## config.mk

```make
export PLATFORM = sky130hd
export DESIGN_NAME = m_clint_smp
export DESIGN_NICKNAME = d
export VERILOG_FILES = /design/src/rtl/m_clint_smp.sv
export SDC_FILE = /design/constraint.sdc
export NUM_CORES = 1
export LEC_CHECK = 0
export ABC_AREA = 1
export CORE_ASPECT_RATIO = 0.9
export CORE_UTILIZATION = 51
export DETAILED_ROUTE_END_ITERATION = 6
export GPL_TIMING_DRIVEN = 0
export PLACE_DENSITY = 0.77
export SLEW_MARGIN = 15
export SYNTH_ARGS = -nofsm -noshare
export SYNTH_HDL_FRONTEND = slang
export SYNTH_SLANG_ARGS = --single-unit
```

## constraint.sdc

```tcl
create_clock -name CLK -period 1.6 [get_ports CLK]
set_input_delay 0.4 -clock CLK [delete_from_list [all_inputs] [get_ports CLK]]
set_output_delay 0.4 -clock CLK [all_outputs]
set_load 0.01 [all_outputs]
```

## src/rtl/m_clint_smp.sv

```systemverilog
// Core-local interruptor for an SMP cluster: shared mtime, per-hart mtimecmp/msip, timer/soft IRQs.
// Optional mtime prescaler enabled by defining CLINT_PRESCALE_EN (ratio TICK_DIV).

module m_clint_hart (
  input  logic        CLK,
  input  logic        RST_X,
  input  logic        we_msip,
  input  logic        we_lo,
  input  logic        we_hi,
  input  logic [31:0] wdata,
  input  logic [63:0] mtime,
  output logic        msip,
  output logic [63:0] mtimecmp,
  output logic        mtip
);
  always_ff @(posedge CLK or negedge RST_X) begin
    if (!RST_X) begin
      msip     <= 1'b0;
      mtimecmp <= '1;
      mtip     <= 1'b0;
    end else begin
      // compare the values currently held, so a change shows on mtip one cycle later
      mtip <= (mtime >= mtimecmp);
      if (we_msip) msip <= wdata[0];
      if (we_lo)   mtimecmp[31:0]  <= wdata;
      if (we_hi)   mtimecmp[63:32] <= wdata;
    end
  end
endmodule

module m_clint_smp #(
  parameter int N_HARTS  = 1,
  parameter int TICK_DIV = 10
) (
  input  logic               CLK,
  input  logic               RST_X,
  input  logic               w_we,
  input  logic               w_re,
  input  logic [15:0]        w_addr,
  input  logic [31:0]        w_wdata,
  output logic [31:0]        r_rdata,
  output logic               r_rvalid,
  output logic [N_HARTS-1:0] w_mtip,
  output logic [N_HARTS-1:0] w_msip,
  output logic [63:0]        w_mtime
);
  logic [63:0]              mtime;
  logic [N_HARTS-1:0][63:0] mtimecmp;
  logic [11:0]              msip_idx;
  logic [10:0]              cmp_idx;
  logic                     in_msip, in_cmp, hit_lo, hit_hi, mtime_we, tick, rd_en;
  logic [31:0]              rd_mux;

  assign msip_idx = w_addr[13:2];
  assign cmp_idx  = w_addr[13:3];
  assign in_msip  = (w_addr[15:14] == 2'b00);
  assign in_cmp   = (w_addr[15:14] == 2'b01);
  assign hit_lo   = (w_addr[15:2] == 14'h2FFE);
  assign hit_hi   = (w_addr[15:2] == 14'h2FFF);
  assign mtime_we = w_we & (hit_lo | hit_hi);
  assign rd_en    = w_re & ~w_we;
  assign w_mtime  = mtime;

  for (genvar h = 0; h < N_HARTS; h++) begin : g_hart
    m_clint_hart u_hart (
      .CLK     (CLK),
      .RST_X   (RST_X),
      .we_msip (w_we & in_msip & (msip_idx == 12'(h))),
      .we_lo   (w_we & in_cmp & (cmp_idx == 11'(h)) & ~w_addr[2]),
      .we_hi   (w_we & in_cmp & (cmp_idx == 11'(h)) &  w_addr[2]),
      .wdata   (w_wdata),
      .mtime   (mtime),
      .msip    (w_msip[h]),
      .mtimecmp(mtimecmp[h]),
      .mtip    (w_mtip[h])
    );
  end

`ifdef CLINT_PRESCALE_EN
  localparam int CW = (TICK_DIV > 1) ? $clog2(TICK_DIV) : 1;
  logic [CW-1:0] pre_cnt;

  assign tick = (pre_cnt == CW'(TICK_DIV - 1));

  // an mtime write restarts the prescale period
  always_ff @(posedge CLK or negedge RST_X) begin
    if (!RST_X)        pre_cnt <= '0;
    else if (mtime_we) pre_cnt <= '0;
    else if (tick)     pre_cnt <= '0;
    else               pre_cnt <= pre_cnt + 1'b1;
  end
`else
  logic unused_tick_div;
  assign unused_tick_div = (TICK_DIV == 0);
  assign tick = 1'b1;
`endif

  // a write to either half owns the cycle: that tick is dropped, no carry across halves
  always_ff @(posedge CLK or negedge RST_X) begin
    if (!RST_X)      mtime <= '0;
    else if (hit_lo && w_we) mtime[31:0]  <= w_wdata;
    else if (hit_hi && w_we) mtime[63:32] <= w_wdata;
    else if (tick)   mtime <= mtime + 64'd1;
  end

  always_comb begin
    rd_mux = '0;
    if (hit_lo) rd_mux = mtime[31:0];
    if (hit_hi) rd_mux = mtime[63:32];
    for (int h = 0; h < N_HARTS; h++) begin
      if (in_msip && msip_idx == 12'(h)) rd_mux = {31'b0, w_msip[h]};
      if (in_cmp && cmp_idx == 11'(h))
        rd_mux = w_addr[2] ? mtimecmp[h][63:32] : mtimecmp[h][31:0];
    end
  end

  always_ff @(posedge CLK or negedge RST_X) begin
    if (!RST_X) begin
      r_rdata  <= '0;
      r_rvalid <= 1'b0;
    end else begin
      r_rvalid <= rd_en;
      if (rd_en) r_rdata <= rd_mux;
    end
  end
endmodule

```

==> results.md, run 1 <==
- Layout cells sized above 1: 40.6%
- Adder-Cell Fraction of Synth Area: 6.93%
- Sequential-to-total area share from yosys stat: 35.4%
- Routed WL: 60700 um
- DRT iter0 DRCs: 2550
- Violated checks: design-rule violations, negative setup slack
- R2R Path Start: w_mtime[1]$_DFFE_PN0P_
- Clock buffer depth: 2
- Antenna violations before repair: 3
- Die H: 146 um
- H-tree depth: 4
- Footprint of the multi-input gates: 0.00852 mm^2
- Fin area: 0.0187 mm^2
- DP HPWL: 35000 um
- Switching pwr: 3.58 mW
- Post-route ant nets: 0
- Fraction of power consumed by sequential logic: 40.7%
- Data required, critical path: 1.89 ns
- WP data arrival: 2.36 ns
- Synth area leaders: dfrtp_1, nand2_1, dfstp_2
- Setup crit end kind: flip-flop
- Pwr Density: 587 mW/mm^2
- Ys flop type: dfrtp_1
- Worst-skew pair later-pin latency: 0.46 ns
- Mapped Area: 0.0117 mm^2
- Pre-antenna DRT Iters: 7
- Worst slew pin tran: 0.685 ns
- Max Transition Viols Final: 0
- Aggregate global-route resource usage: 44.5%
- Die area: 0.0236 mm^2
- Synth Area per Inst: 6.72 um^2
- Switching share of power: 32.6%
- IO buf count: 147
- Final nets: 2277
- Starting Density: 52.1%
- Via/cell ratio: 6.28
- Status: finished with violations
- Top cell type's share of synthesized area: 21.1%
- Total number of yosys warnings: 0
- Total gr overflow: 0
- Post-synthesis mux area share: 0%
- Internal power: 7.39 mW
- Register Area: 0.00424 mm^2
- Worst relative slew slack: 54.3%
- WL per Instance: 24.6 um
- Tmin final: 2.07 ns
- Number of synthesized flops with an enable pin: 0
- Compound-Gate Fraction of Synth Area: 12.1%
- Placed instance area: 0.0136 mm^2
- Mapped Cells: 1747
- Most common cell in the synthesized netlist: nand2_1
- Clock power frac: 39.4%
- Synth top cells by count: nand2_1, nor2_1, inv_1
- Unrepaired setup endpoints after global routing: true
- DIE WIDTH: 162 um
- Synth Area in XOR/XNOR: 2.02%
- Max rail drop VDD: 612 uV
- Origin of the worst min-delay path: w_we
- Vias: 15500
- FF-to-FF setup slack: -0.47 ns
- Reg clk slew, reported paths: 0.08 ns
- Site row count: 52
- Max FO, Critical Path: 5
- Hold Path Depth: 3
- Simple-gate share of the synthesized area: 34.7%
- Gate power share: 19.9%
- Synth Register Bits: 163
- Hold path endpoint: g_hart[0].u_hart.msip$_DFFE_PN0P_
- Core area: 0.0225 mm^2
- CP Launch Type: flip-flop
- Worst setup path category: reg2reg
- Synth async-reset ratio: 100%
- Largest net degree at the start of global routing: 96
- Hold_ws: 0.380 ns
- Layout fillers: 1353
- Clock Skews: 0.0241 ns
- Total clock buffers created by CTS: 17
- CTS Sinks: 163
- Leakage: 8.67 nW
- Maximum clock rate: 483 MHz
- Hold Vio Cnt, Final: 0
- Main combinational cell family by area after synthesis: simple AND/OR/NAND/NOR gates
- Root Buffer: clkbuf_16
- Min-delay worst type: in2reg
- Yosys cell types: 37
- Setup TNS: -12.76 ns
- R2R Path End: w_mtime[29]$_DFFE_PN0P_
- Syn Nets: 1864
- Final setup fails: 115
- Area grow syn2layout: 59.3%
- Number of global-route vias before repair: 13900
- First-pass GRT wire length: 78600 um
- Tot Pwr: 11.0 mW
- Max-Cap Viols: 0
- Fin crit share: 129%
- R2R cell count: 10
- DRC: 7
- Final WS setup: -0.469 ns
- CTS tree: yes
- Io pins: 151
- Gpl congestion: 0.989
- Leading area contributor after synthesis: dfrtp_1
-- worst max-delay path by stage --
stage | start | endpoint | slack [ns] | cells past startpoint
floorplan | w_mtime[0]$_DFFE_PN0P_ | w_mtime[34]$_DFFE_PN0N_ | 0.0006 | 12
global placement | RST_X | w_mtime[1]$_DFFE_PN0P_ | -7.18 | 1
detailed placement | w_addr[9] | g_hart[0].u_hart.mtimecmp[2]$_DFFE_PN1P_ | -1.22 | 7
CTS | w_mtime[25]$_DFFE_PN0P_ | g_hart[0].u_hart.mtip$_DFF_PN0_ | -0.22 | 10
global route | w_mtime[0]$_DFFE_PN0P_ | w_mtime[29]$_DFFE_PN0P_ | -0.53 | 10
finish | w_mtime[1]$_DFFE_PN0P_ | w_mtime[29]$_DFFE_PN0P_ | -0.47 | 10
-- kinds of logic after synthesis --
logic type                 count (synthesis)
and+or+nand+nor                          981
AOI/OAI and AO/OA                        263
buffers and inverters                    248
DFF                                      163
adders and majority gates                 65
xor gates and xnor gates                  27
-- power by group through the flow --
stage | clock (mW) | combinational (mW) | sequential (mW)
6_report | 4.32 | 2.18 | 4.47
5_1_grt | 4.39 | 2.25 | 4.46
4_1_cts | 4.11 | 1.56 | 4.41
3_5_place_dp | 0 | 1.12 | 4.49
3_3_place_gp | 0 | 1.10 | 4.48
2_1_floorplan | 0 | 0.505 | 4.46
-- layout by cell type, fill, tap and decap left out, types with 67 or more instances in the layout --
master	netlist	final
inv_1	178	161
buf_4	9	190
o21ai_1	32	67
nor2_1	198	114
nor2_4	5	75
nand2_1	628	517
buf_6	6	81
a21oi_1	90	75
nand2_2	4	75
-- metrics by stage --
| step | util [%] | std cells | setup WS, ns |
|---|---|---|---|
| floorplan | - | 1747 | 0.000644 |
| global placement | 60.4 | 2191 | -7.18 |
| detailed placement | 60.6 | 2192 | -1.22 |
| CTS | 73.8 | 2380 | -0.224 |
| global route | 83.0 | 2470 | -0.533 |
| finish | 83.0 | 2472 | -0.469 |
-- layer usage --
| metal | track usage, % | up-vias | wire, um |
|---|---|---|---|
| met4 | 22.4 | 0 | 5010 |
| li1 | - | 6429 | - |
| met1 | 58.0 | 7145 | 21300 |
| met5 | 0 | - | 0 |
| met2 | 67.3 | 1474 | 25700 |
| met3 | 12.7 | 488 | 8720 |
-- flip-flops by register name, indices dropped and copies added, names as in the netlist --
name                    flops
r_rdata                    32
g_hart.u_hart.mtip          1
w_mtime                    64
g_hart.u_hart.mtimecmp     64
r_rvalid                    1
g_hart.u_hart.msip          1
-- cell type report --
| cell class | instances | area share, % |
|---|---|---|
| Antenna cell | 2 | 0.0268 |
| Buffer | 60 | 3.78 |
| Clock buffer | 19 | 2.37 |
| Clock inverter | 13 | 0.676 |
| Inverter | 187 | 3.90 |
| Multi-Input combinational cell | 1337 | 45.6 |
| Sequential cell | 163 | 22.7 |
| Tap cell | 297 | 1.99 |
| Timing Repair Buffer | 394 | 19.0 |
-- critical path: stages, from the launching register on --
cell	delay [ns]
dfrtp_2	0.48
buf_6	0.14
nand3_4	0.09
nor2_4	0.16
buf_6	0.16
inv_2	0.04
nor2_1	0.08
nand2_1	0.12
xnor2_1	0.16
nor2_1	0.06
o21ai_1	0.40
-- repair_timing --
item | CTS | global route
endpoints found under the setup margin | 261 | 187
pin swaps | 70 | 130
gates cloned | 5 | 5
buffers inserted | 150 | 93
resized for setup | 654 | 407
endpoints found under the hold margin | 44 | 0
hold buffers | 1 | 0
No activity file was read; power rests on OpenSTA's default activity.
==> inputs of run 2 (changes only) <==
ABC_AREA = unset   (was 1)
CORE_UTILIZATION = 57   (was 51)
CTS_BUF_LIST = sky130_fd_sc_hd__clkbuf_2   (was unset)
PLACE_DENSITY = 0.83   (was 0.77)
clock period = 2 ns   (was 1.6 ns; I/O delays follow)
==> run 2 against run 1 <==
Compared with the run above: the flow now stops in 5_1_grt; synthesized cell count fell by 35%; synthesized area fell by 13%.
==> results.md, run 2 <==
- Status: did not finish
- Failing step: 5_1_grt
- Err: [ERROR GRT-0232] Routing congestion too high. Check the congestion heatmap in the GUI.
- Leading area contributor after synthesis: dfrtp_1
- Mapped Area: 0.0102 mm^2 (-13%)
- Aggregate global-route resource usage: 78.2%
- Synth top cells by count: nand2_1, o21ai_0, dfrtp_1
- Sequential-to-total area share from yosys stat: 40.8% (+5.4 points)
- Top cell type's share of synthesized area: 24.3% (+3.2 points)
- Site row count: 46 (-12%)
- Synth async-reset ratio: 100% (unchanged)
- Synth area leaders: dfrtp_1, dfstp_2, ha_1
- Starting Density: 58.1% (+5.9 points)
- IO buf count: 147 (unchanged)
- Synth Area per Inst: 8.92 um^2 (+33%)
- Synth Register Bits: 163 (unchanged)
- Gpl congestion: 1.03 (+4.1%)
- CTS Sinks: 163 (unchanged)
- DIE WIDTH: 143 um (-12%)
- Total number of yosys warnings: 0 (unchanged)
- Syn Nets: 1260 (-32%)
- Mapped Cells: 1143 (-35%)
- Io pins: 151 (unchanged)
- Clock buffer depth: 2 (unchanged)
- DP HPWL: 27000 um (-23%)
- Number of synthesized flops with an enable pin: 0 (unchanged)
- Total clock buffers created by CTS: 17 (unchanged)
- H-tree depth: 4 (unchanged)
- Worst_ep grt: w_mtime[55]$_DFFE_PN0N_/D
- Ys flop type: dfrtp_1
- Die H: 129 um (-12%)
- Yosys cell types: 59 (+59%)
- Largest net degree at the start of global routing: 91
- Root Buffer: clkbuf_2
- Worst EP kind: register data pin
- Total gr overflow: 5
- Most common cell in the synthesized netlist: nand2_1
- Antenna violations before repair: 2
==> run 2: timing repair <==
| action | in CTS |
|---|---|
| gates resized for setup | 553 |
| hold endpoints to repair | 61 |
| hold buffers | 1 |
| pin swaps | 61 |
| buffers inserted | 199 |
| endpoints found under the setup margin | 243 |
==> run 2: stage by stage <==
| step | setup TNS [ns] | area, um^2 | instances | hold slack (ns) | setup WS (ns) |
|---|---|---|---|---|---|
| after floorplan | -2.16 | 10400 | 1143 | 0.204 | -0.316 |
| after global placement | -1066.98 | 12200 | 1530 | 0.473 | -6.96 |
| after detailed placement | -175.06 | 12200 | 1531 | 0.479 | -1.46 |
| after CTS | -5.44 | 14600 | 1761 | 0.228 | -0.320 |
==> run 2: kinds of logic after synthesis <==
family	Yosys count	synth area share, %
xor gates and xnor gates	1	0.0859
and+or+nand+nor	353	16.6
adders and majority gates	65	7.98
AOI/OAI and AO/OA	351	22.4
buffers and inverters	141	5.28
DFF	163	40.8
muxes	69	6.81
==> run 2: routing by layer <==
layer / GRT usage [%] / GRT overflow
met1: 79.5 / 0
met2: 90.4 / 2
met3: 67.5 / 1
met4: 74.8 / 2
met5: 41.3 / 0
==> inputs of run 3 (changes only) <==
CORE_ASPECT_RATIO = unset   (was 0.9)
CORE_UTILIZATION = 40   (was 57)
CTS_BUF_LIST = unset   (was sky130_fd_sc_hd__clkbuf_2)
PLACE_DENSITY = unset   (was 0.83)
PLACE_DENSITY_LB_ADDON = 0.15   (was unset)
==> run 3 against run 2 <==
Compared with the run above: the flow now finishes, with violations (negative hold slack, negative setup slack); synthesized cell count unchanged; synthesized area did not move.
==> results.md, run 3 <==
- Status: finished with violations
- Violated checks: negative hold slack, negative setup slack
- Crit. path cell count: 6
- Via/cell ratio: 6.17
- Min-delay worst type: in2async
- Internal power: 6.18 mW
- Synth Area per Inst: 8.92 um^2 (unchanged)
- Met2 wire len: 19900 um
- Ys flop type: dfrtp_1
- Max FO, Critical Path: 3
- DRT iter0 DRCs: 1172
- Most common cell after layout, fill and taps aside: nand2_1
- CP Launch Type: flip-flop
- Total gr overflow: 0
- Die area: 0.0261 mm^2
- Met3 Routed Length: 3490 um
- Crit path to: w_mtime[55]$_DFFE_PN0N_
- Sequential-to-total area share from yosys stat: 40.8% (unchanged)
- Area grow syn2layout: 50.0%
- CP Launch Point: w_mtime[2]$_DFFE_PN0P_
- Gpl congestion: 0.948 (-7.9%)
- Most common cell in the synthesized netlist: nand2_1
- Mapped Area: 0.0102 mm^2 (unchanged)
- Max incr delay on CP: 0.57 ns
- Core area: 0.0251 mm^2
- IO buf count: 147 (unchanged)
- Antenna violations before repair: 0
- Leakage: 7.01 nW
- Number of global-route vias before repair: 10200
- Switching pwr: 2.20 mW
- Clock buffer depth: 2 (unchanged)
- R2R Path End: w_mtime[55]$_DFFE_PN0N_
- Synth top cells by count: nand2_1, o21ai_0, dfrtp_1
- Top cell type's share of synthesized area: 24.3% (unchanged)
- Hold_ws: -0.00688 ns
- Clock power frac: 43.0%
- Largest net degree at the start of global routing: 92
- WL per Instance: 24.2 um
- Starting Density: 40.6% (-17 points)
- Max-Cap Viols: 0
- Fin crit share: 119%
- Layout cells sized above 1: 34.4%
- Tot Pwr: 8.39 mW
- Hold-fix buffers, CTS: 0 (-1)
- Crit path cell chain: nand3_4 -> or3_4 -> or3_4 -> or4_4 -> o31a_1 -> o21ai_1
- Data required, critical path: 2.36 ns
- Max Transition Viols Final: 0
- Yosys cell types: 59 (unchanged)
- Mapped Cells: 1143 (unchanged)
- Synth area leaders: dfrtp_1, dfstp_2, ha_1
- Tmin final: 2.37 ns
- Worst slew pin tran: 0.970 ns
- Worst relative slew slack: 35.3%
- Hold Vio Cnt, Final: 1
- Worst setup path category: reg2reg
- WP data arrival: 2.73 ns
- Worst-skew pair later-pin latency: 0.44 ns
- Unrepaired setup endpoints after global routing: true
- Site row count: 58 (+26%)
- Fraction of power consumed by sequential logic: 42.3%
- Final WS setup: -0.371 ns
- Antenna Cells: 0
- Clock Skews: 0.0131 ns
- Final nets: 1560
- Switching share of power: 26.3%
- CTS Sinks: 163 (unchanged)
- Reg clk slew, reported paths: 0.07 ns
- First-pass GRT wire length: 62600 um
- DIE WIDTH: 162 um (+13%)
- Routed WL: 43100 um
- Max rail drop VDD: 420 uV
- CTS tree: yes
- Pwr Density: 548 mW/mm^2
- DRC: 0
- Final setup fails: 43
- FF-to-FF setup slack: -0.37 ns
- Post-route ant nets: 0
- Die H: 162 um (+25%)
- Setup crit end kind: flip-flop
- Leading area contributor after synthesis: dfrtp_1
- Synth async-reset ratio: 100% (unchanged)
- R2R cell count: 6
- Vias: 11000
- Layout fillers: 2171
- Gate power share: 14.7%
- WP buf/inv: 0
- Number of synthesized flops with an enable pin: 0 (unchanged)
- Maximum clock rate: 422 MHz
- Root Buffer: clkbuf_16
- Most frequent cells in the layout: nand2_1, buf_4, clkdlybuf4s50_1, o21ai_0, mux2i_1
- Slowest-stage cell, CP: or4_4
- Total number of yosys warnings: 0 (unchanged)
- R2R Path Start: w_mtime[2]$_DFFE_PN0P_
- H-tree depth: 4 (unchanged)
- Most frequent CP cell: or3_4
- Pre-antenna DRT Iters: 6
- Io pins: 151 (unchanged)
- DP HPWL: 28600 um (+6.0%)
- Syn Nets: 1260 (unchanged)
- Top Layer Used: met4
- Met1 Wirelength: 18200 um
- CP top delay family: simple AND/OR/NAND/NOR gates
- Total clock buffers created by CTS: 17 (unchanged)
- Aggregate global-route resource usage: 32.0%
- Pre-CTS WS: -1.54 ns (-0.0803 ns)
- Synth Register Bits: 163 (unchanged)
run 3: cell counts after synthesis:
Identical to the previous run, type by type.
run 3: per-layer routing:
metal  vias to the layer above  global-route usage (%)
met5                         -                       0
met4                         0                    11.9
met3                       131                    4.83
met2                       610                    50.3
met1                      5439                    44.6
li1                       4847                       -
run 3: metrics by stage:
stage | setup TNS (ns) | cell area [um^2] | std cells | hold slack, ns | util (%)
6_report | -6.99 | 15300 | 1786 | -0.00688 | 60.9
5_1_grt | -9.11 | 15300 | 1786 | 0.0741 | 60.9
4_1_cts | -7.29 | 14200 | 1728 | 0.0465 | 56.5
3_5_place_dp | -177.35 | 12300 | 1621 | 0.479 | 49.1
3_3_place_gp | -1134.38 | 12300 | 1620 | 0.474 | 49.0
2_1_floorplan | -2.16 | 10400 | 1143 | 0.204 | -
run 3: logic make-up after synthesis:
kind of cell	Yosys count	share of synthesized area, %
multiplexers	69	6.81
flip-flops	163	40.8
adder cells (fa/ha/maj)	65	7.98
buffers and inverters	141	5.28
AO/OA/AOI/OAI	351	22.4
AND/OR/NAND/NOR	353	16.6
XOR/XNOR	1	0.0859
run 3: cell type report:
cell class	count	area (um^2)	area share (%)
repair buffers	285	2730	17.8
multi-input cells	839	6450	42.2
well taps	330	413	2.70
flip-flops and latches	163	4230	27.7
inverters	71	267	1.74
clock buffers	21	450	2.95
plain buffers	66	577	3.77
clock inverters	11	175	1.15
run 3: worst min-delay path by stage:
stage	startpoint	end	slack (ns)	depth (start not counted)
after global placement	r_rdata[18]$_DFFE_PN0P_	r_rdata[18]$_DFFE_PN0P_	0.47	1
after detailed placement	r_rdata[14]$_DFFE_PN0P_	r_rdata[14]$_DFFE_PN0P_	0.48	1
final	RST_X	r_rdata[19]$_DFFE_PN0P_	-0.007	1
after global routing	RST_X	r_rdata[19]$_DFFE_PN0P_	0.07	1
after CTS	RST_X	r_rdata[19]$_DFFE_PN0P_	0.05	1
after floorplan	RST_X	g_hart[0].u_hart.msip$_DFFE_PN0P_	0.20	0
run 3: repair_timing:
action,in CTS,in global routing
gates cloned,5,2
endpoints found under the hold margin,0,0
setup endpoints to repair,196,135
pin swaps,51,67
buffers inserted,73,62
gates resized for setup,228,211
run 3: power by group through the flow:
stage	Sequential, mW	Clock, mW	Combinational, mW
6_report	3.54	3.61	1.24
5_1_grt	3.56	3.74	1.33
4_1_cts	3.54	3.64	1.22
3_5_place_dp	3.70	0	0.978
3_3_place_gp	3.70	0	0.963
2_1_floorplan	3.71	0	0.336
run 3: worst reg2reg max path, stage by stage (launching register included):
cell	delay, ns
dfrtp_2	0.41
nand3_4	0.10
or3_4	0.43
or3_4	0.42
or4_4	0.57
o31a_1	0.30
o21ai_1	0.07
==> patch, RTL diff (settings of run 3) <==
The parameter `N_HARTS` goes from 1 to 2.
--- a/src/rtl/m_clint_smp.sv
+++ b/src/rtl/m_clint_smp.sv
@@ -29,7 +29,7 @@
 endmodule
 
 module m_clint_smp #(
-  parameter int N_HARTS  = 1,
+  parameter int N_HARTS  = 2,
   parameter int TICK_DIV = 10
 ) (
   input  logic               CLK,
Ports: changed (resized w_msip and w_mtip); port bits go from 151 to 153. No check against the original RTL was run, so the function may have changed too.
==> patch against run 3 <==
  * The run ends with design-rule violations, negative setup slack left
  * Wire length rose by 47%
  * Maximum frequency fell by 1.3%
  * Setup slack got worse by 0.032 ns
  * Via count increased by 40%
  * Combinational power rose by 60%
  * Total power is 43% higher
  * Area after synthesis grew 46%
  * Synthesized cell count rose by 41%
  * Sequential cell count rose by 66
  * Sequential share of layout area down 0.092 points
  * Final area grew 42%
  * Largest power group unchanged
==> patch: results (changes against run 3) <==
| Metric | Value |
|---|---|
| CP Data Arrival Time | `2.84 ns (was 2.73 ns)` |
| Setup_tns | `-9.08 ns (was -6.99 ns)` |
| Failing checks | `design-rule violations, negative setup slack (was negative hold slack, negative setup slack)` |
| DRC viols | `1 (was 0)` |
| Commonest cells post-synth | `nand2_1, o21ai_0, inv_1, ha_1, dfstp_2 (was nand2_1, o21ai_0, dfrtp_1, inv_1)` |
| Area contributors post-synth | `dfstp_2, dfrtp_1, ha_1 (was dfrtp_1, dfstp_2, ha_1)` |
| Htree depth | `1 (was 4)` |
| Crit-path max cell delay | `0.45 ns (was 0.57 ns)` |
| DRT iter0 DRCs | `1437 (was 1172)` |
| Drt pass-1 iters | `7 (was 6)` |
| Final nets | `2202 (was 1560)` |
| Mapped Nets | `1791 (was 1260)` |
| Final WS setup | `-0.402 ns (was -0.371 ns)` |
| Setup violations, final | `45 (was 43)` |
| Status | `finished, violations left (unchanged)` |
| GRT Util Overall | `32.7% (was 32.0%)` |
| P_leak | `9.33 nW (was 7.01 nW)` |
| Slew @ Worst Pin | `0.742 ns (was 0.970 ns)` |
| Dpl ws | `-1.70 ns (was -1.54 ns)` |
| Global placement routability congestion | `0.954 (was 0.948)` |
| First-pass GRT wire length | `94100 µm (was 62600 µm)` |
| Num CTS Buffers | `28 (was 17)` |
| Peak VDD IR | `0.632 mV (was 0.420 mV)` |
| Area after DPL | `0.0172 mm² (was 0.0123 mm²)` |
| HP Class | `reg2reg (was in2async)` |
## patch: changes by cell type after synthesis, moves of 13 or more
| cell | delta |
|---|---|
| dfstp_2 | +64 |
| a222oi_1 | +31 |
| mux2_2 | +123 |
| inv_1 | +65 |
| o21ai_0 | +78 |
| nor2_1 | +20 |
| nand2_1 | +47 |
| ha_1 | +64 |
| o221ai_1 | -32 |
| nand4_1 | +22 |
| mux2i_1 | -63 |
| o21a_1 | -24 |
| clkbuf_1 | +13 |
## patch: logic make-up after synthesis
family	synth area share (%)
simple gates	14.3
xor+xnor	0.0589
flops	39.6
fa+ha+maj	10.9
compound gates	19.4
mux	9.75
buf+inv	6.01
## patch: stage by stage
| step | power, mW | instances |
|---|---|---|
| after floorplan | 5.58 | 1610 |
| after global placement | 6.36 | 2227 |
| after detailed placement | 6.40 | 2229 |
| after CTS | 11.9 | 2473 |
| after global routing | 12.3 | 2511 |
| final | 12.0 | 2511 |
## patch: cell type report
cell class	instances	area (µm²)
multi-input cells	1150	9340
plain buffers	87	786
well taps	468	586
repair buffers	389	3540
clock inverters	11	88.8
fillers	3177	15000
clock buffers	41	831
flip-flops and latches	229	5970
inverters	136	513
## patch: what timing repair did
action                                 in CTS  in global routing
setup endpoints to repair                 294                173
hold buffers                                1                  0
pin swaps                                  83                 96
cloned                                      2                  2
setup buffers                             195                 41
resized for setup                         436                147
endpoints found under the hold margin      38                  0
## patch: layer usage
layer | part of all wire (%) | global-route usage (%)
met2 | 45 | 52.4
met4 | 5.5 | 15.3
met1 | 42 | 43.4
met3 | 7.8 | 5.00
met5 | 0 | 0
## patch: final timing paths
path | start | endpoint | slack, ns | cells past startpoint
max | w_mtime[35] | g_hart[0].u_hart.mtip | -0.40 | 8
min in group asynchronous | RST_X | r_rdata[25] | 0.52 | 2
min | r_rdata[20] | r_rdata[20] | 0.48 | 2
max reg2reg | w_mtime[35] | g_hart[0].u_hart.mtip | -0.40 | 8
min reg2reg | r_rdata[20] | r_rdata[20] | 0.48 | 2
max in group asynchronous | RST_X | g_hart[1].u_hart.mtimecmp[38] | 0.59 | 3
## patch: power groups by stage
stage                     clock, mW  combinational, mW  sequential [mW]
after floorplan                   0              0.564             5.01
after global placement            0               1.28             5.08
after detailed placement          0               1.32             5.08
after CTS                      5.22               1.87             4.85
after global routing           5.38               2.11             4.86
final                          5.15               1.99             4.85
## patch: tightest hold or removal path, delay by kind of cell (launching register included)
family / cells / cell delay (ns)
AOI/OAI and AO/OA: 1 / 0.06
DFF: 1 / 0.34
and+or+nand+nor: 1 / 0.05
